File: src/rtl/ss_cdb_arbiter_rr.sv
// Multi-lane CDB arbiter: round-robin within the ALU/CMP and MULT classes, MULT class
// priority with an ALU/CMP anti-starvation override, and a one-cycle registered broadcast.

package rv32i_types;

  typedef struct packed {
    logic [31:0] pc;
    logic [31:0] inst;
  } rvfi_data_t;

  typedef struct packed {
    logic [5:0]  pd_s;
    logic [4:0]  rob_num;
    logic [31:0] pd_v;
    rvfi_data_t  rvfi_data;
    logic        br_en;
    logic [31:0] br_target;
  } fu_cdb_data_t;

  typedef struct packed {
    logic        valid;
    logic [5:0]  pd_s;
    logic [4:0]  rob_num;
    logic [31:0] pd_v;
    rvfi_data_t  rvfi_data;
    logic        br_en;
    logic [31:0] branch_pc;
  } cdb_t;

endpackage

module ss_cdb_arbiter_rr
  import rv32i_types::*;
#(
  parameter int unsigned N_ALU_CMP    = 4,
  parameter int unsigned N_MULT       = 2,
  parameter int unsigned N_CDB        = 2,
  parameter int unsigned STARVE_LIMIT = 4
) (
  input  logic                          clk,
  input  logic                          rst_n,
  input  logic                          flush,
  input  logic         [N_ALU_CMP-1:0]  alu_cmp_done,
  input  fu_cdb_data_t [N_ALU_CMP-1:0]  alu_cmp_output_data,
  input  logic         [N_MULT-1:0]     mult_done,
  input  fu_cdb_data_t [N_MULT-1:0]     mult_output_data,
  output logic         [N_ALU_CMP-1:0]  alu_cmp_ack,
  output logic         [N_MULT-1:0]     mult_ack,
  output cdb_t         [N_CDB-1:0]      cdb
);

  localparam int unsigned AW = (N_ALU_CMP > 1) ? $clog2(N_ALU_CMP) : 1;
  localparam int unsigned MW = (N_MULT > 1) ? $clog2(N_MULT) : 1;
  localparam int unsigned LW = (N_CDB > 1) ? $clog2(N_CDB) : 1;
  localparam int unsigned SW = $clog2(STARVE_LIMIT + 1);

  logic [AW-1:0] alu_ptr, alu_ptr_nxt;
  logic [MW-1:0] mult_ptr, mult_ptr_nxt;
  logic [SW-1:0] starve_cnt, starve_nxt;
  logic          alu_pri;

  logic [N_ALU_CMP-1:0] alu_ack_c;
  logic [N_MULT-1:0]    mult_ack_c;
  cdb_t [N_CDB-1:0]     lane_nxt;

  int unsigned used;
  int unsigned idx;

  function automatic cdb_t from_fu(fu_cdb_data_t d, logic is_alu);
    cdb_t c;
    c           = '0;
    c.valid     = 1'b1;
    c.pd_s      = d.pd_s;
    c.rob_num   = d.rob_num;
    c.pd_v      = d.pd_v;
    c.rvfi_data = d.rvfi_data;
    if (is_alu) begin
      c.br_en     = d.br_en;
      c.branch_pc = d.br_target;
    end
    return c;
  endfunction

  // Two passes: pass 0 serves the priority class, pass 1 the other; lanes fill in order.
  always_comb begin
    alu_ack_c    = '0;
    mult_ack_c   = '0;
    lane_nxt     = '0;
    alu_ptr_nxt  = alu_ptr;
    mult_ptr_nxt = mult_ptr;
    used         = 0;
    idx          = 0;
    alu_pri      = (starve_cnt == SW'(STARVE_LIMIT));
    if (rst_n && !flush) begin
      for (int unsigned pass = 0; pass < 2; pass++) begin
        if ((pass == 0) == alu_pri) begin
          for (int unsigned i = 0; i < N_ALU_CMP; i++) begin
            idx = 32'(alu_ptr) + i;
            if (idx >= N_ALU_CMP) idx = idx - N_ALU_CMP;
            if (alu_cmp_done[AW'(idx)] && used < N_CDB) begin
              alu_ack_c[AW'(idx)] = 1'b1;
              lane_nxt[LW'(used)] = from_fu(alu_cmp_output_data[AW'(idx)], 1'b1);
              alu_ptr_nxt         = (idx == N_ALU_CMP - 1) ? '0 : AW'(idx + 1);
              used                = used + 1;
            end
          end
        end else begin
          for (int unsigned i = 0; i < N_MULT; i++) begin
            idx = 32'(mult_ptr) + i;
            if (idx >= N_MULT) idx = idx - N_MULT;
            if (mult_done[MW'(idx)] && used < N_CDB) begin
              mult_ack_c[MW'(idx)] = 1'b1;
              lane_nxt[LW'(used)]  = from_fu(mult_output_data[MW'(idx)], 1'b0);
              mult_ptr_nxt         = (idx == N_MULT - 1) ? '0 : MW'(idx + 1);
              used                 = used + 1;
            end
          end
        end
      end
    end
  end

  always_comb begin
    if (flush || (alu_ack_c != '0) || (alu_cmp_done == '0)) begin
      starve_nxt = '0;
    end else if (starve_cnt == SW'(STARVE_LIMIT)) begin
      starve_nxt = starve_cnt;
    end else begin
      starve_nxt = starve_cnt + 1'b1;
    end
  end

  assign alu_cmp_ack = alu_ack_c;
  assign mult_ack    = mult_ack_c;

  always_ff @(posedge clk or negedge rst_n) begin
    if (!rst_n) begin
      alu_ptr    <= '0;
      mult_ptr   <= '0;
      starve_cnt <= '0;
      cdb        <= '0;
    end else begin
      alu_ptr    <= alu_ptr_nxt;
      mult_ptr   <= mult_ptr_nxt;
      starve_cnt <= starve_nxt;
      cdb        <= lane_nxt;
    end
  end

endmodule

File: config.mk
export PLATFORM = sky130hd
export DESIGN_NAME = ss_cdb_arbiter_rr
export DESIGN_NICKNAME = d
export VERILOG_FILES = /design/src/rtl/ss_cdb_arbiter_rr.sv
export SDC_FILE = /design/constraint.sdc
export NUM_CORES = 2
export LEC_CHECK = 0
export BUFFER_PORTS_ARGS = -buffer_cell sky130_fd_sc_hd__clkbuf_2
export CAP_MARGIN = 25
export CELL_PAD_IN_SITES_DETAIL_PLACEMENT = 1
export CELL_PAD_IN_SITES_GLOBAL_PLACEMENT = 1
export CORE_AREA = 5 5 436 438
export CTS_CLUSTER_SIZE = 28
export DETAILED_ROUTE_END_ITERATION = 7
export DIE_AREA = 0 0 441 443
export PLACE_DENSITY_LB_ADDON = 0.1
export SLEW_MARGIN = 15
export SYNTH_ARGS = -nofsm -noshare
export SYNTH_HDL_FRONTEND = slang
export SYNTH_SLANG_ARGS = --single-unit
File: constraint.sdc
create_clock -name clk -period 8.5 [get_ports clk]
set_clock_uncertainty 0.1 [all_clocks]
set_input_delay 0.425 -clock clk [delete_from_list [all_inputs] [get_ports clk]]
set_output_delay 0.425 -clock clk [all_outputs]
set_load 0.02 [all_outputs]
; ---- After elaboration in Yosys (flattened, before gate mapping)
; Cells that the tools add are included.
[word_totals]
regBits = 288
in_bits = 849
output_inout_bits = 288
wordCells = 444
[classes]
add_sub_neg = 30
order_cmp = 57
n_eq_ne = 14
n_mux = 277
n_bitwise = 10
reduce_logical = 37
[ops]
columns = operator, count
row1 = two-way mux 282 bit, 26
row2 = bitwise mux 282 bit, 10
row3 = binary-select mux 140 bit (select 2 bit), 8
row4 = two-way mux 140 bit, 16
row5 = two-way mux 141 bit, 15
row6 = two-way mux 32 bit, 56
row7 = demux 141 bit (select 1 bit), 9
row8 = two-way mux 33 bit, 21
row9 = < comparator 32 x 2 -> 1 bit (second input constant), 9
row10 = == test 32 x 2 -> 1 bit (second input constant), 8
row11 = adder 32 x 1 -> 32 bit (second input constant), 7
row12 = == test 32 x 1 -> 1 bit (second input constant), 4
row13 = two-way mux 4 bit, 24
row14 = two-way mux 2 bit, 30
row15 = two-way mux 1 bit, 40
row16 = logical AND 1 bit, 32
row17 = OR 4 bit, 7
row18 = < comparator 1 x 2 -> 1 bit (second input constant), 13
row19 = < comparator 2 x 3 -> 1 bit (second input constant), 8
row20 = adder 2 x 1 -> 2 bit (second input constant), 8
row21 = binary-select mux 1 bit (select 2 bit), 8
row22 = demux 1 bit (select 2 bit), 8
row23 = >= comparator 2 x 1 -> 1 bit (second input constant), 8
row24 = >= comparator 1 bit (second input constant), 13
row25 = other kinds (22), 37

; ---- Longest topological paths before layout
[logic_depth]
word_depth = 48
mapped_depth = 40

; ---- Least setup slack after synthesis
; No wires, ideal clock.
[synth_timing]
path_kind = register to register
start = register alu_ptr[1]
end = register starve_cnt[0]
t_arrival_ns = 8.285
path_slack_ns = -0.006
stages_incl_launch_ff = 37
synth_period_minus_slack_ns = 8.506
path_cell_list = dfrtp_1 > buf_2 > clkbuf_1 > clkbuf_1 > clkbuf_1 > inv_1 > ha_1 > buf_2 > mux2_2 > mux2i_4 > inv_2 > ha_1 > inv_1 > nand2_1 > inv_2 > fa_1 > ha_1 > nor3b_1 > a32o_1 > xor2_1 > o21ai_1 > nor4_4 > buf_2 > buf_1 > nor2_1 > ha_1 > a32oi_1 > o21ai_0 > ha_1 > o21ai_0 > o211ai_1 > nor3_1 > buf_2 > a221oi_1 > nor3_1 > nand4bb_1 > nor2_1
[synth_between]
elab_chain_len = 48
elab_cells_between_ends = 164
classes_between = add/sub (13) / order compare (27) / eq/ne (1) / mux (98) / bitwise (7) / reduce/logical (18)
[synth_lines]
columns = item, line_no
row1 = start: declaration, 57  ; logic [AW-1:0] alu_ptr, alu_ptr_nxt;
row2 = start signal: assignment, 143  ; alu_ptr <= alu_ptr_nxt;
row3 = subtractor 2 x 3 -> 4 bit / >= comparator 2 x 3 -> 1 bit (equally long branches), 99  ; if (idx >= N_ALU_CMP) idx = idx - N_ALU_CMP;
row4 = two-way mux 32 bit, 99
row5 = two-way mux 32 bit, 96  ; if ((pass == 0) == alu_pri) begin
row6 = two-way mux 32 bit, 94  ; if (rst_n && !flush) begin
row7 = binary-select mux 1 bit (select 2 bit), 100  ; if (alu_cmp_done[AW'(idx)] && used < N_CDB) begin
row8 = two-way mux 1 bit (not written as such), 100
row9 = two-way mux 1 bit, 100
row10 = two-way mux 32 bit, 96
row11 = (+32 left out), -
row12 = logical AND 1 bit, 100
row13 = two-way mux 4 bit, 100
row14 = two-way mux 4 bit (*), 96
row15 = two-way mux 4 bit (*), 94
row16 = via alu_cmp_ack[2], 47  ; output logic [N_ALU_CMP-1:0] alu_cmp_ack,
row17 = nonzero test 4 bit (*), 124  ; if (flush || (alu_ack_c != '0) || (alu_cmp_done == '0)) begin
row18 = logical OR 1 bit (*) (2 in a row), 124
row19 = != test 2 x 1 -> 1 bit (no source line) / two-way mux 3 bit (equally long branches), -
row20 = end signal: assignment, 145  ; starve_cnt <= starve_nxt;
row21 = end: declaration, 59  ; logic [SW-1:0] starve_cnt, starve_nxt;
; Mark *: on every way through the listed nets, which the timed path passes. The rest lies on a longest branch. The select of a mux whose other input is x is not followed.
; A chain may end at the register's enable or synchronous reset.

; ---- Final worst setup path
[layout_timing]
start = register alu_ptr[1]
end = output alu_cmp_ack[0]
[layout_between]
elab_chain_len = 44
elab_cells_between_ends = 159
classes_between = add/sub (13) / order compare (27) / mux (97) / bitwise (7) / reduce/logical (15)
[layout_lines]
columns = item, line_no
row1 = subtractor 2 x 3 -> 4 bit / >= comparator 2 x 3 -> 1 bit (equally long branches), 99
row2 = two-way mux 32 bit, 99
row3 = two-way mux 32 bit, 96
row4 = two-way mux 32 bit, 94
row5 = binary-select mux 1 bit (select 2 bit), 100
row6 = two-way mux 1 bit (not written as such), 100
row7 = two-way mux 1 bit, 100
row8 = two-way mux 32 bit, 96
row9 = (+28 left out), -
row10 = two-way mux 32 bit, 100
row11 = two-way mux 32 bit, 96
row12 = two-way mux 32 bit, 94
row13 = < comparator 32 x 2 -> 1 bit, 100
row14 = logical AND 1 bit, 100
row15 = two-way mux 4 bit, 100
row16 = two-way mux 4 bit (*), 96
row17 = two-way mux 4 bit (*), 94
row18 = end: declaration, 47
; Mark *: on every way between the ends. The rest lies on a longest branch, timed or not. The select of a mux whose other input is x is not followed.

==> reports/metrics.csv <==
stage;metric;value;unit
setup_path;Critical Path AT;7450;ps
synthesis;Syn Inst Count;6379;
cts;clk slew on worst S/H paths;60;ps
floorplan;Die H;443;microns
sta;Hold WS;94.6;ps
synthesis;largest family of logic cells by synthesized area;compound AO/OA/AOI/OAI gates;
detailed_routing;drt initial violations;6416;
floorplan;num rows;159;
setup_path;kind of end point of the critical path;output pin;
detailed_routing;via count;66200;
synthesis;cell area after synthesis;52200;sq um
sta;Fin. Hold Viols;0;
setup_path;Worst R2R Start;alu_ptr[1]$_DFFE_PN0P_;
detailed_routing;antenna viol nets, final;0;
setup_path;critical path's top delay family;compound AO/OA/AOI/OAI gates;
cts;clock latency at the later pin of the worst-skew pair;710;ps
sta;final worst path period share;93.9;%
sta;# setup viols final;0;
cts;CTS root buf;clkbuf_16;
setup_path;WP buf/inv;9;
synthesis;Compound-Gate Fraction of Synth Area;39.6;%
place;I/O Buffers;1070;
final_layout;Final Net Count;7637;
detailed_routing;highest metal used;met5;
synthesis;Net Count, Synth;7246;
place;Post-Place Cell Area;59100;sq um
worst_hold_path;HP Class;input port to register;
setup_path;CP max FO;15;
grt;first-pass GRT wire length;494;mm
sta;Max transition margin;11.4;%
setup_path;critical path depth;29;
synthesis;area fraction in and, or, nand and nor cells after synthesis;12.6;%
synthesis;Synth top area share;24.2;%
synthesis;Cell variety after synth;74;
floorplan;total die area;195000;sq um
final_layout;Finished Cell Area;61300;sq um
detailed_routing;wire per inst;37.3;microns
setup_path;crit path to;alu_cmp_ack[0];
synthesis;Post-synth ARST share;100;%
final_layout;P&R area growth vs syn;17.5;%
synthesis;Seq/Total Area, Yosys;13.8;%
synthesis;post-synthesis xor/xnor area fraction;0.0671;%
place;DP HPWL;219;mm
setup_path;WS Path Type;register to output pin;
setup_path;FF-to-FF path depth;30;
power_and_ir_drop;Max VDD drop;0.000444;V
sta;Peak Freq;125;MHz
synthesis;mux cell area share after synthesis;26.6;%
sta;Final WS setup;521;ps
detailed_routing;wire length on met3;27.0;mm
power_and_ir_drop;Final Power;28.6;mW
synthesis;prevailing post-synth register cell;dfrtp_1;
floorplan;Core Area;186000;sq um
detailed_routing;DRT Wirelength;353;mm
power_and_ir_drop;Pwr Density;466;nW/um^2
sta;Slew @ Worst Pin;1330;ps
cts;cts bufs inserted;52;
detailed_routing;DR pass1 iterations;6;
cts;CTS HTree Levels;2;
synthesis;area share of fa/ha/maj cells after synthesis;0.446;%
floorplan;initial core utilization;28.0;%
synthesis;Synth Register Bits;288;
final_layout;Layout Utilization;32.9;%
setup_path;Slowest Stage Delay on Critical Path;570;ps
power_and_ir_drop;Lkg Pwr;21.7;nW
sta;Setup TNS;0;ps
sta;max-slew violations;0;
setup_path;FF-to-FF setup slack;580;ps
grt;vias in the first global route;64900;
sta;RSZ-0062 raised after global routing;no;
place;DP Worst Slack;624;ps
detailed_routing;wire length on met1;138;mm
detailed_routing;Residual DRC;0;
floorplan;Die X;441;microns
setup_path;CP max stage cell;dfrtp_4;
cts;clock sinks;288;
setup_path;FF-to-FF End;cdb[57]$_DFF_PN0_;
synthesis;synth top area cells;mux4_2 (24%), dfrtp_1 (14%), o211ai_1 (6.7%), nand2_1 (5.9%), o21ai_0 (4.9%);
detailed_routing;Via density;7.00;
place;gpl congestion;0.886;
grt;initial antenna violation count;171;
sta;final critical-path required period;7980;ps
grt;Total Routing Usage GR;34.2;%
run_status;status;finished clean;
setup_path;Required @ worst endpoint;7980;ps
synthesis;syn avg cell area;8.18;sq um
synthesis;Post-synth EDFFs;0;
cts;Max Root-Sink Buffers;3;
synthesis;Synth warnings;0;
grt;largest net degree at the start of global routing;163;
setup_path;crit path from;alu_ptr[1]$_DFFE_PN0P_;
place;placed insts;9204;
final_layout;non-filler instance count after layout;9452;
synthesis;post-synth top area cell;mux4_2;
final_layout;fraction of layout cells with a size suffix above 1;28.4;%
floorplan;Top Ports;1137;
cts;TritonCTS clock tree;done;
run;max-cap viol count;0;
detailed_routing;routed wl met2;161;mm
grt;global route overflow;0;
setup_path;CP Launch Type;register;
## final cells by class
| type | count | area (sq um) |
|---|---|---|
| antenna | 147 | 368 |
| tap | 2495 | 3120 |
| fill | 22200 | 125000 |
| clock buffer | 79 | 1530 |
| multi-input combinational | 5185 | 41700 |
| timing repair buffer | 1227 | 7210 |
| clock inverter | 15 | 155 |
| sequential | 288 | 7220 |
| inverter | 16 | 67.6 |
## worst register-to-register path, delay by kind of cell, from the launching register on
kind	cells	cell delay, ps
compound gates	7	1280
simple gates	8	1480
xor+xnor	1	290
fa+ha+maj	5	1480
buf+inv	7	2040
mux	2	560
flops	1	570
## placed cells by master, fill, tap and decap left out, types with 19 or more instances in the layout
| cell type | instances |
|---|---|
| nand4_1 | 114 |
| nand2_1 | 818 |
| a311o_1 | 108 |
| clkbuf_2 | 1069 |
| o311ai_0 | 19 |
| o211ai_1 | 466 |
| o21ai_1 | 35 |
| a311oi_1 | 146 |
| o221ai_1 | 213 |
| a21oi_1 | 423 |
| clkbuf_16 | 54 |
| diode_2 | 147 |
| mux2i_1 | 113 |
| buf_12 | 48 |
| a221oi_1 | 217 |
| o22ai_1 | 217 |
| nor2_1 | 409 |
| dfrtp_1 | 285 |
| mux4_2 | 561 |
| o21ai_0 | 513 |
| a211oi_1 | 36 |
| a21o_1 | 108 |
| o31ai_1 | 109 |
| a22oi_1 | 83 |
| and3_1 | 129 |
| buf_4 | 104 |
| a32oi_1 | 35 |
| o2bb2ai_1 | 140 |
## registers in the layout, summed over array words and instances, names as in the netlist, named ones only
name and count:
alu_ptr 2, cdb 282, starve_cnt 3
## routing by layer
| layer | GRT usage (%) | vias to the layer above |
|---|---|---|
| li1 | - | 27200 |
| met4 | 25.3 | 38 |
| met1 | 42.6 | 34500 |
| met2 | 52.4 | 3625 |
| met3 | 6.63 | 908 |
| met5 | 0 | - |
## worst min-delay path by stage
stage          slack, ps                  to             startpoint  cells past startpoint
3_3_place_gp         250   cdb[27]$_DFF_PN0_                  rst_n                      1
4_1_cts               40  cdb[111]$_DFF_PN0_  mult_output_data[111]                      4
2_1_floorplan         30           async pin                  rst_n                      0
3_5_place_dp         260   cdb[27]$_DFF_PN0_                  rst_n                      1
5_1_grt              100  cdb[113]$_DFF_PN0_  mult_output_data[113]                      4
6_report              90  cdb[112]$_DFF_PN0_  mult_output_data[112]                      4
## kinds of logic (layout without fill, tap and decap cells)
family,Yosys count,count (layout)
xor gates and xnor gates,4,4
muxes,684,684
AOI/OAI and AO/OA,2939,2939
adders and majority gates,18,18
buffers and inverters,906,1337
DFF,288,288
and+or+nand+nor,1540,1540
other,0,147
## synthesized netlist by cell type (17+ instances only)
library cell  count
a211oi_1         37
a21o_1          109
a21oi_1         424
a221oi_1        217
a22oi_1          83
a311o_1         108
a311oi_1        146
a32oi_1          35
and3_1          131
buf_1            75
buf_2           141
clkbuf_1        671
dfrtp_1         288
ha_1             17
mux2i_1         113
mux4_2          561
nand2_1         825
nand4_1         114
nor2_1          415
o211ai_1        466
o21ai_0         513
o21ai_1          35
o221ai_1        213
o22ai_1         218
o2bb2ai_1       140
o311ai_0         19
o31ai_1         109
## where the power goes
part | switching [mW] | internal [mW]
clock | 1.01 | 1.32
sequential | 0.510 | 1.95
combinational | 15.5 | 8.27
total | 17.1 | 11.5
## timing repair
action	4_1_cts	5_1_grt
endpoints found under the hold margin	50	0
setup endpoints to repair	0	4
gates resized for setup	0	12
hold buffers	1	0
buffers inserted	0	2
Note: power is estimated with default switching activity, not from simulation.
